===== config.mk =====
export PLATFORM = sky130hd
export DESIGN_NAME = sccb_cfg_scheduler
export DESIGN_NICKNAME = d
export VERILOG_FILES = /design/src/rtl/sccb_cfg_pkg.sv /design/src/rtl/sccb_delay_timer.sv /design/src/rtl/sccb_cfg_scheduler.sv
export SDC_FILE = /design/constraint.sdc
export NUM_CORES = 1
export LEC_CHECK = 0
export ABC_AREA = 1
export ABC_CLOCK_PERIOD_IN_PS = 4200
export CORE_UTILIZATION = 35
export CTS_BUF_LIST = sky130_fd_sc_hd__clkbuf_4
export DETAILED_ROUTE_END_ITERATION = 10
export GPL_ROUTABILITY_DRIVEN = 0
export PLACE_DENSITY_LB_ADDON = 0.05
export SKIP_CTS_REPAIR_TIMING = 1
export SLEW_MARGIN = 20
export SYNTH_ARGS = -nofsm -noshare
export SYNTH_HDL_FRONTEND = slang
export SYNTH_SLANG_ARGS = --single-unit
export TNS_END_PERCENT = 10

===== constraint.sdc =====
create_clock -name clk -period 4.2 [get_ports clk]
set_clock_uncertainty 0.15 [all_clocks]
set_input_delay 0.84 -clock clk [delete_from_list [all_inputs] [get_ports clk]]
set_output_delay 0.84 -clock clk [all_outputs]
set_load 0.005 [all_outputs]

===== src/rtl/sccb_cfg_pkg.sv =====
// Shared types and constants for the SCCB configuration scheduler.
package sccb_cfg_pkg;

  typedef enum logic [3:0] {
    IDLE,
    FETCH,
    WAIT_ROM,
    DECODE,
    ISSUE,
    WAIT_DONE,
    DELAY,
    READY,
    H_ISSUE,
    H_WAIT
  } state_t;

  // Init-table markers: end of table, and "pause before next entry".
  localparam logic [15:0] ROM_END   = 16'hFFFF;
  localparam logic [15:0] ROM_DELAY = 16'hFFF0;

  // Pause length in clock cycles for one ROM_DELAY entry.
  function automatic int unsigned delay_cycles(input int unsigned clk_hz,
                                               input int unsigned delay_ms);
    return clk_hz / 1000 * delay_ms;
  endfunction

endpackage


===== src/rtl/sccb_delay_timer.sv =====
// Loadable down-counter with a zero flag; used for the init-table pauses.
module sccb_delay_timer #(
  parameter int unsigned W = 4
) (
  input  logic         clk,
  input  logic         reset,
  input  logic         load,
  input  logic [W-1:0] load_val,
  input  logic         dec,
  output logic         zero
);

  logic [W-1:0] cnt;

  // Load takes priority; decrement stops at zero.
  always_ff @(posedge clk or negedge reset) begin
    if (!reset) begin
      cnt <= '0;
    end else if (load) begin
      cnt <= load_val;
    end else if (dec && cnt != '0) begin
      cnt <= cnt - 1'b1;
    end
  end

  assign zero = (cnt == '0);

endmodule


===== src/rtl/sccb_cfg_scheduler.sv =====
// Walks the OV7670 init ROM into the SCCB write engine, then arbitrates
// runtime host register writes onto the same master.
module sccb_cfg_scheduler
  import sccb_cfg_pkg::*;
#(
  parameter int unsigned CLK_HZ   = 100_000_000,
  parameter int unsigned DELAY_MS = 10,
  parameter int unsigned ROM_AW   = 8
) (
  input  logic              clk,
  input  logic              reset,
  input  logic              start,
  output logic [ROM_AW-1:0] rom_addr,
  input  logic [15:0]       rom_data,
  output logic              m_valid,
  input  logic              m_ready,
  output logic [7:0]        m_reg_addr,
  output logic [7:0]        m_reg_data,
  input  logic              m_done,
  input  logic              host_req,
  input  logic [7:0]        host_reg_addr,
  input  logic [7:0]        host_reg_data,
  output logic              host_ack,
  output logic              busy,
  output logic              init_done,
  output logic [7:0]        cfg_count
);

  localparam int unsigned DELAY_CYC = delay_cycles(CLK_HZ, DELAY_MS);
  localparam int unsigned TW        = (DELAY_CYC < 1) ? 1 : $clog2(DELAY_CYC + 1);
  localparam logic [TW-1:0]     DLY_LOAD = TW'((DELAY_CYC < 1) ? 0 : DELAY_CYC - 1);
  localparam logic [ROM_AW-1:0] IDX_LAST = {ROM_AW{1'b1}};

  state_t            state, state_nxt;
  logic [ROM_AW-1:0] idx, idx_nxt;
  logic [7:0]        cnt_nxt, addr_nxt, data_nxt;
  logic              adv;
  logic              tmr_load, tmr_dec, tmr_zero;

  sccb_delay_timer #(
    .W (TW)
  ) u_timer (
    .clk      (clk),
    .reset    (reset),
    .load     (tmr_load),
    .load_val (DLY_LOAD),
    .dec      (tmr_dec),
    .zero     (tmr_zero)
  );

  // State and datapath registers; reset leaves every output at zero.
  always_ff @(posedge clk or negedge reset) begin
    if (!reset) begin
      state      <= IDLE;
      idx        <= '0;
      cfg_count  <= '0;
      m_reg_addr <= '0;
      m_reg_data <= '0;
    end else begin
      state      <= state_nxt;
      idx        <= idx_nxt;
      cfg_count  <= cnt_nxt;
      m_reg_addr <= addr_nxt;
      m_reg_data <= data_nxt;
    end
  end

  // Next-state logic; 'adv' moves to the next ROM entry or stops at the last index.
  always_comb begin
    state_nxt = state;
    idx_nxt   = idx;
    cnt_nxt   = cfg_count;
    addr_nxt  = m_reg_addr;
    data_nxt  = m_reg_data;
    adv       = 1'b0;
    tmr_load  = 1'b0;
    tmr_dec   = 1'b0;
    case (state)
      IDLE: begin
        if (start) begin
          idx_nxt   = '0;
          cnt_nxt   = '0;
          state_nxt = FETCH;
        end
      end
      FETCH:    state_nxt = WAIT_ROM;
      WAIT_ROM: state_nxt = DECODE;
      DECODE: begin
        if (rom_data == ROM_END) begin
          state_nxt = READY;
        end else if (rom_data == ROM_DELAY) begin
          tmr_load  = 1'b1;
          state_nxt = DELAY;
        end else begin
          addr_nxt  = rom_data[15:8];
          data_nxt  = rom_data[7:0];
          state_nxt = ISSUE;
        end
      end
      ISSUE: begin
        if (m_ready) state_nxt = WAIT_DONE;
      end
      WAIT_DONE: begin
        if (m_done) begin
          if (cfg_count != 8'hFF) cnt_nxt = cfg_count + 8'd1;
          adv = 1'b1;
        end
      end
      DELAY: begin
        if (tmr_zero) adv = 1'b1;
        else          tmr_dec = 1'b1;
      end
      READY: begin
        if (start) begin
          idx_nxt   = '0;
          cnt_nxt   = '0;
          state_nxt = FETCH;
        end else if (host_req) begin
          addr_nxt  = host_reg_addr;
          data_nxt  = host_reg_data;
          state_nxt = H_ISSUE;
        end
      end
      H_ISSUE: begin
        if (m_ready) state_nxt = H_WAIT;
      end
      H_WAIT: begin
        if (m_done) state_nxt = READY;
      end
      default: state_nxt = IDLE;
    endcase
    if (adv) begin
      if (idx == IDX_LAST) begin
        state_nxt = READY;
      end else begin
        idx_nxt   = idx + 1'b1;
        state_nxt = FETCH;
      end
    end
  end

  assign rom_addr  = idx;
  assign m_valid   = (state == ISSUE) || (state == H_ISSUE);
  assign busy      = (state != IDLE) && (state != READY);
  assign init_done = (state == READY);
  assign host_ack  = (state == H_WAIT) && m_done;

endmodule


==> flow_summary.json, run 1 <==
{
  "crit_top_cell": "inv_2",
  "cts_max_path_buffers": 2,
  "n_fill_cell": 1018,
  "grt_pass1_wl_um": 16100,
  "startpoint": "state[1]",
  "crit_type": "reg -> out",
  "die_height_um": 104,
  "leakagePower_nw": 2.19,
  "start_kind": "flop",
  "worst_path_dominant_cell_family": "simple AND/OR/NAND/NOR gates",
  "num_antenna_cells": 0,
  "rr_worst_depth": 8,
  "fin_crit_sh_pct": 80.7,
  "grt_setup_unrepaired": "false",
  "via_per_inst": 4.71,
  "grt_usage_pct": 17.9,
  "clk_latency_ps": 410,
  "overflow": 0,
  "coreArea_um2": 9950,
  "fin_crit_ps": 3390,
  "cp.arrival_ps": 2400,
  "max_freq_mhz": 295,
  "utilization_pct": 45.6,
  "clockRootBuffer": "clkbuf_4",
  "tightest_slew_ps": 840,
  "ctsHtreeMaxLevel": 2,
  "end_kind": "output pin",
  "fin_nets": 649,
  "worst-r2r-setup-slack_ps": 2010,
  "ios": 74,
  "synth_area_leaders": "dfrtp_1, nand2_1, nor2_1",
  "grt_pass1_vias": 3366,
  "crit_buf_inv": 3,
  "max_stage_delay_ps": 530,
  "setup_viol": 0,
  "clkTransAtPathRegs_ps": 210,
  "antenna_found_initial": 0,
  "slew_viol_final": 0,
  "ys.flop_type": "dfrtp_1",
  "fp.dieArea_um2": 10800,
  "drt-initial-drc-count": 109,
  "setup_tns_ps": 0,
  "dpl.hpwl_um": 7050,
  "cts_tree": "yes",
  "ys_seq_elements": 56,
  "syn_area_per_cell_um2": 6.82,
  "regArea_um2": 1400,
  "crit_end": "busy",
  "hold_viol": 0,
  "finalNonFillerCells": 741,
  "maxSlewHeadroom_pct": 44.0,
  "multi_input_area_um2": 1950,
  "grt_max_degree": 37,
  "place_inst": 733,
  "drt-pass1-iter-count": 4,
  "area_delta_synth_final_pct": 24.5,
  "synth_area_um2": 3650,
  "yosysUniqueCellTypes": 29,
  "route.detailed.drc": 0,
  "syn-instance-count": 535,
  "routed-via-count": 3493,
  "crit_slowest_cell": "nand2_1",
  "synth_most_common_cell": "nand2_1",
  "synth-edff-count": 0,
  "seq_area_frac_synth_pct": 38.4,
  "drive_above_1_share_pct": 6.09,
  "cts_buffers": 5,
  "routedWlPerCell_um": 12.6,
  "final_antenna_net_count": 0,
  "synthTopCellsByCount": "nand2_1, nor2_1, dfrtp_1",
  "synth_area_leader_cell": "dfrtp_1",
  "start_util_pct": 36.6,
  "ys_async_sr_fraction_pct": 100,
  "ir_worst_vdd_v": 0.000199,
  "reg2reg_to": "m_reg_data[2]",
  "place_area_um2": 4480,
  "port_buffers": 73,
  "syn_nets": 577,
  "final_cell_area_um2": 4540,
  "cp.depth": 6,
  "num_rows": 36,
  "worst-path-max-fanout": 20,
  "cts.sinks": 56,
  "cp.required_ps": 3210,
  "holdCritPathClass": "in -> async",
  "drt_wl_total_um": 9330,
  "synth_top_cell_area_share_pct": 38.4,
  "r2r-start": "state[1]",
  "die_width_um": 104,
  "yosysWarnings": 0,
  "drv_cap": 0,
  "status": "finished, final reports clean",
  "crit_chain": "nand2_2, inv_2, nand2_1, nand2_4, inv_2, clkdlybuf4s50_1",
  "p_per_area_nw_per_um2": 457
}
-- report_power, final --
part | internal, mW | switching, mW
combinational | 0.439 | 0.545
clock | 0.0744 | 0.200
sequential | 0.697 | 0.121
-- state kept, by name (all words and copies together) (netlist names) --
register	count
state	4
m_reg_addr	8
m_reg_data	8
cfg_count	8
u_timer.cnt	20
rom_addr	8
-- how the worst min path moves through the flow --
stage          cells past startpoint              end  slack [ps]            start
2_1_floorplan                      2  u_timer.cnt[16]         320  u_timer.cnt[16]
3_3_place_gp                       2  u_timer.cnt[16]         360  u_timer.cnt[16]
3_5_place_dp                       2  u_timer.cnt[16]         360  u_timer.cnt[16]
4_1_cts                            1      rom_addr[6]         380            reset
5_1_grt                            1      rom_addr[6]         380            reset
6_report                           1  u_timer.cnt[16]         360            reset
-- per-layer routing --
metal	track usage, %	part of all wire (%)	vias up
met3	2.26	3.9	9
met5	0	0	-
li1	-	-	1849
met2	29.5	46	72
met4	4.90	1.0	0
met1	24.5	50	1563
-- cells in the final DEF, fill, tap and decap left out, drive strengths merged --
master         instances
nor2                  70
nand4                 11
xor2                  11
o2111ai                3
nand3b                 7
clkbuf                 5
xnor2                  4
o21bai                 1
o21ai                 55
or2                    1
buf                    2
ha                     4
and2                   1
nand2                197
inv                   62
a21oi                  4
a22oi                  1
nor3                   2
dfrtp                 56
nand3                 39
clkdlybuf4s50         72
-- layout make-up --
cell class,instances,area share [%]
well taps,133,3.66
multi-input cells,411,43.0
repair buffers,74,16.1
flip-flops and latches,56,30.9
inverters,59,4.88
clock buffers,5,0.826
clock inverters,3,0.634
-- worst reg2reg max path, cell delays in order (launching register included) --
cell and delay, ps:
dfrtp_1 470, nand2_2 120, inv_2 50, nand2_1 530, nor2_1 120, a21oi_1 140
and2_4 370, nand2_1 90, o21ai_1 100
-- cells by family after synthesis --
| family | Yosys count | synth area share (%) |
|---|---|---|
| buffers and inverters | 68 | 8.03 |
| XOR/XNOR | 15 | 3.60 |
| AO/OA/AOI/OAI | 64 | 9.23 |
| AND/OR/NAND/NOR | 328 | 39.3 |
| flip-flops | 56 | 38.4 |
| adder cells (fa/ha/maj) | 4 | 1.37 |
-- per-stage QoR --
step / power, mW / hold slack [ps] / setup WS [ps]
after detailed placement: 1.82 / 363 / 1230
final: 2.08 / 358 / 812
after CTS: 2.10 / 379 / 761
after floorplan: 1.42 / 321 / 2220
after global routing: 2.27 / 384 / 590
after global placement: 1.81 / 359 / 1270
Note: power is estimated with default switching activity, not from simulation.
==> run 2: changes to the inputs <==
- ABC_CLOCK_PERIOD_IN_PS: 4200 -> 2820
- clock period: 4.2 -> 2.82 ns (I/O delays scaled with it)
==> run 2 against run 1 <==
The run now ends with hold timing left; combinational power grew 50%; final area up 0.55%; total power grew 48%; critical path depth stayed put; global-route usage grew 0.27 points; sequential cell count unchanged; hold slack got worse by 370 ps; die area unchanged.
==> flow_summary.json, run 2 (synthesis gave the netlist of run 1 again) <==
{
  "die_height_um": 104,
  "ir_worst_vdd_v": 0.000342,
  "crit_type": "reg -> out",
  "area_delta_synth_final_pct": 25.2,
  "grt_pass1_vias": 3479,
  "hold_viol": 1,
  "p_sw_mw": 1.29,
  "grt_max_degree": 33,
  "routed-via-count": 3565,
  "power_mw": 3.08,
  "cts.sinks": 56,
  "cts_tree": "yes",
  "start_kind": "flop",
  "cts_max_path_buffers": 2,
  "fin_crit_sh_pct": 94.7,
  "grt_pass1_wl_um": 16300,
  "setup_tns_ps": 0,
  "ctsHtreeMaxLevel": 2,
  "cp.arrival_ps": 1960,
  "slew_viol_final": 0,
  "grt_usage_pct": 18.2,
  "p_per_area_nw_per_um2": 675,
  "end_kind": "output pin",
  "clkPwrFrac_pct": 12.4,
  "maxSlewHeadroom_pct": 59.5,
  "power_frac_comb_pct": 47.9,
  "drt-pass1-iter-count": 4,
  "holdCritPathClass": "in -> async",
  "status": "complete, but fails checks",
  "dpl.hpwl_um": 7090,
  "clkTransAtPathRegs_ps": 190,
  "drive_above_1_share_pct": 6.56,
  "finalNonFillerCells": 743,
  "num_rows": 36,
  "coreArea_um2": 9950,
  "setup_viol": 0,
  "most-common-layout-cells": "nand2_1, clkdlybuf4s50_1, nor2_1",
  "ios": 74,
  "top_register": "u_timer.cnt",
  "p_sw_share_pct": 41.7,
  "pwr-share-seq_pct": 39.6,
  "final_antenna_net_count": 0,
  "n_fill_cell": 1034,
  "drv_cap": 0,
  "via_per_inst": 4.80,
  "drt-initial-drc-count": 130,
  "cp.required_ps": 2110,
  "clockRootBuffer": "clkbuf_4",
  "fin_nets": 651,
  "leakagePower_nw": 2.20,
  "num_antenna_cells": 0,
  "cts_buffers": 5,
  "fp.dieArea_um2": 10800,
  "grt_setup_unrepaired": "false",
  "tightest_slew_ps": 607,
  "start_util_pct": 36.6,
  "overflow": 0,
  "route.detailed.drc": 0,
  "intPower_mw": 1.80,
  "worst-r2r-setup-slack_ps": 800,
  "hold_ws_ps": -7.01,
  "fin_crit_ps": 2670,
  "layout.cells.most_common": "nand2_1",
  "antenna_found_initial": 0,
  "max_freq_mhz": 374,
  "violations": "hold timing",
  "clk_latency_ps": 400,
  "worst-path-max-fanout": 9,
  "die_width_um": 104,
  "port_buffers": 73,
  "largest_register_ffs": 20,
  "place_inst": 735,
  "routedWlPerCell_um": 12.6,
  "drt_wl_total_um": 9380
}
run 2: per-stage QoR:
stage	setup WS [ps]	cell area, um2	util (%)
after floorplan	1130	3650	-
after global placement	434	4500	45.2
after detailed placement	389	4500	45.2
after CTS	97.7	4560	45.9
after global routing	18.4	4570	45.9
final	149	4570	45.9
run 2: layout make-up:
class                           count  area, um2  share of cell area [%]
Timing Repair Buffer               76        761                    16.7
Tap cell                          133        166                    3.64
Inverter                           59        221                    4.85
Multi-Input combinational cell    411       1960                    42.8
Sequential cell                    56       1400                    30.7
Clock buffer                        5       37.5                   0.822
Clock inverter                      3       23.8                   0.521
run 2: worst paths after layout:
| kind | cells after the start | startpoint | end |
|---|---|---|---|
| min reg2reg | 2 | m_reg_data[0] | m_reg_data[0] |
| min in group clk | 2 | m_reg_data[0] | m_reg_data[0] |
| max in group asynchronous | 2 | reset | m_reg_data[5] |
| min | 1 | reset | u_timer.cnt[17] |
| max | 6 | state[1] | busy |
| max reg2reg | 9 | state[1] | m_reg_addr[6] |
run 2: metal layers:
metal | up-vias | routed length, um | part of all wire [%] | GRT usage [%]
met4 | 0 | 91 | 0.97 | 4.39
met2 | 76 | 4470 | 48 | 30.9
li1 | 1850 | - | - | -
met1 | 1629 | 4530 | 48 | 24.3
met3 | 10 | 287 | 3.1 | 2.38
met5 | - | 0 | 0 | 0
run 2: critical path, stage by stage (launching register included):
cell and delay (ps):
dfrtp_1 490, nand2_2 130, inv_2 50, nand2_1 110, nand2_4 90, inv_2 160, clkdlybuf4s50_1 530
run 2: power groups by stage:
stage | clock network [mW] | registers (mW) | logic [mW]
2_1_floorplan | 0 | 1.22 | 0.889
3_3_place_gp | 0 | 1.23 | 1.48
3_5_place_dp | 0 | 1.23 | 1.48
4_1_cts | 0.402 | 1.22 | 1.49
5_1_grt | 0.431 | 1.26 | 1.68
6_report | 0.383 | 1.22 | 1.48
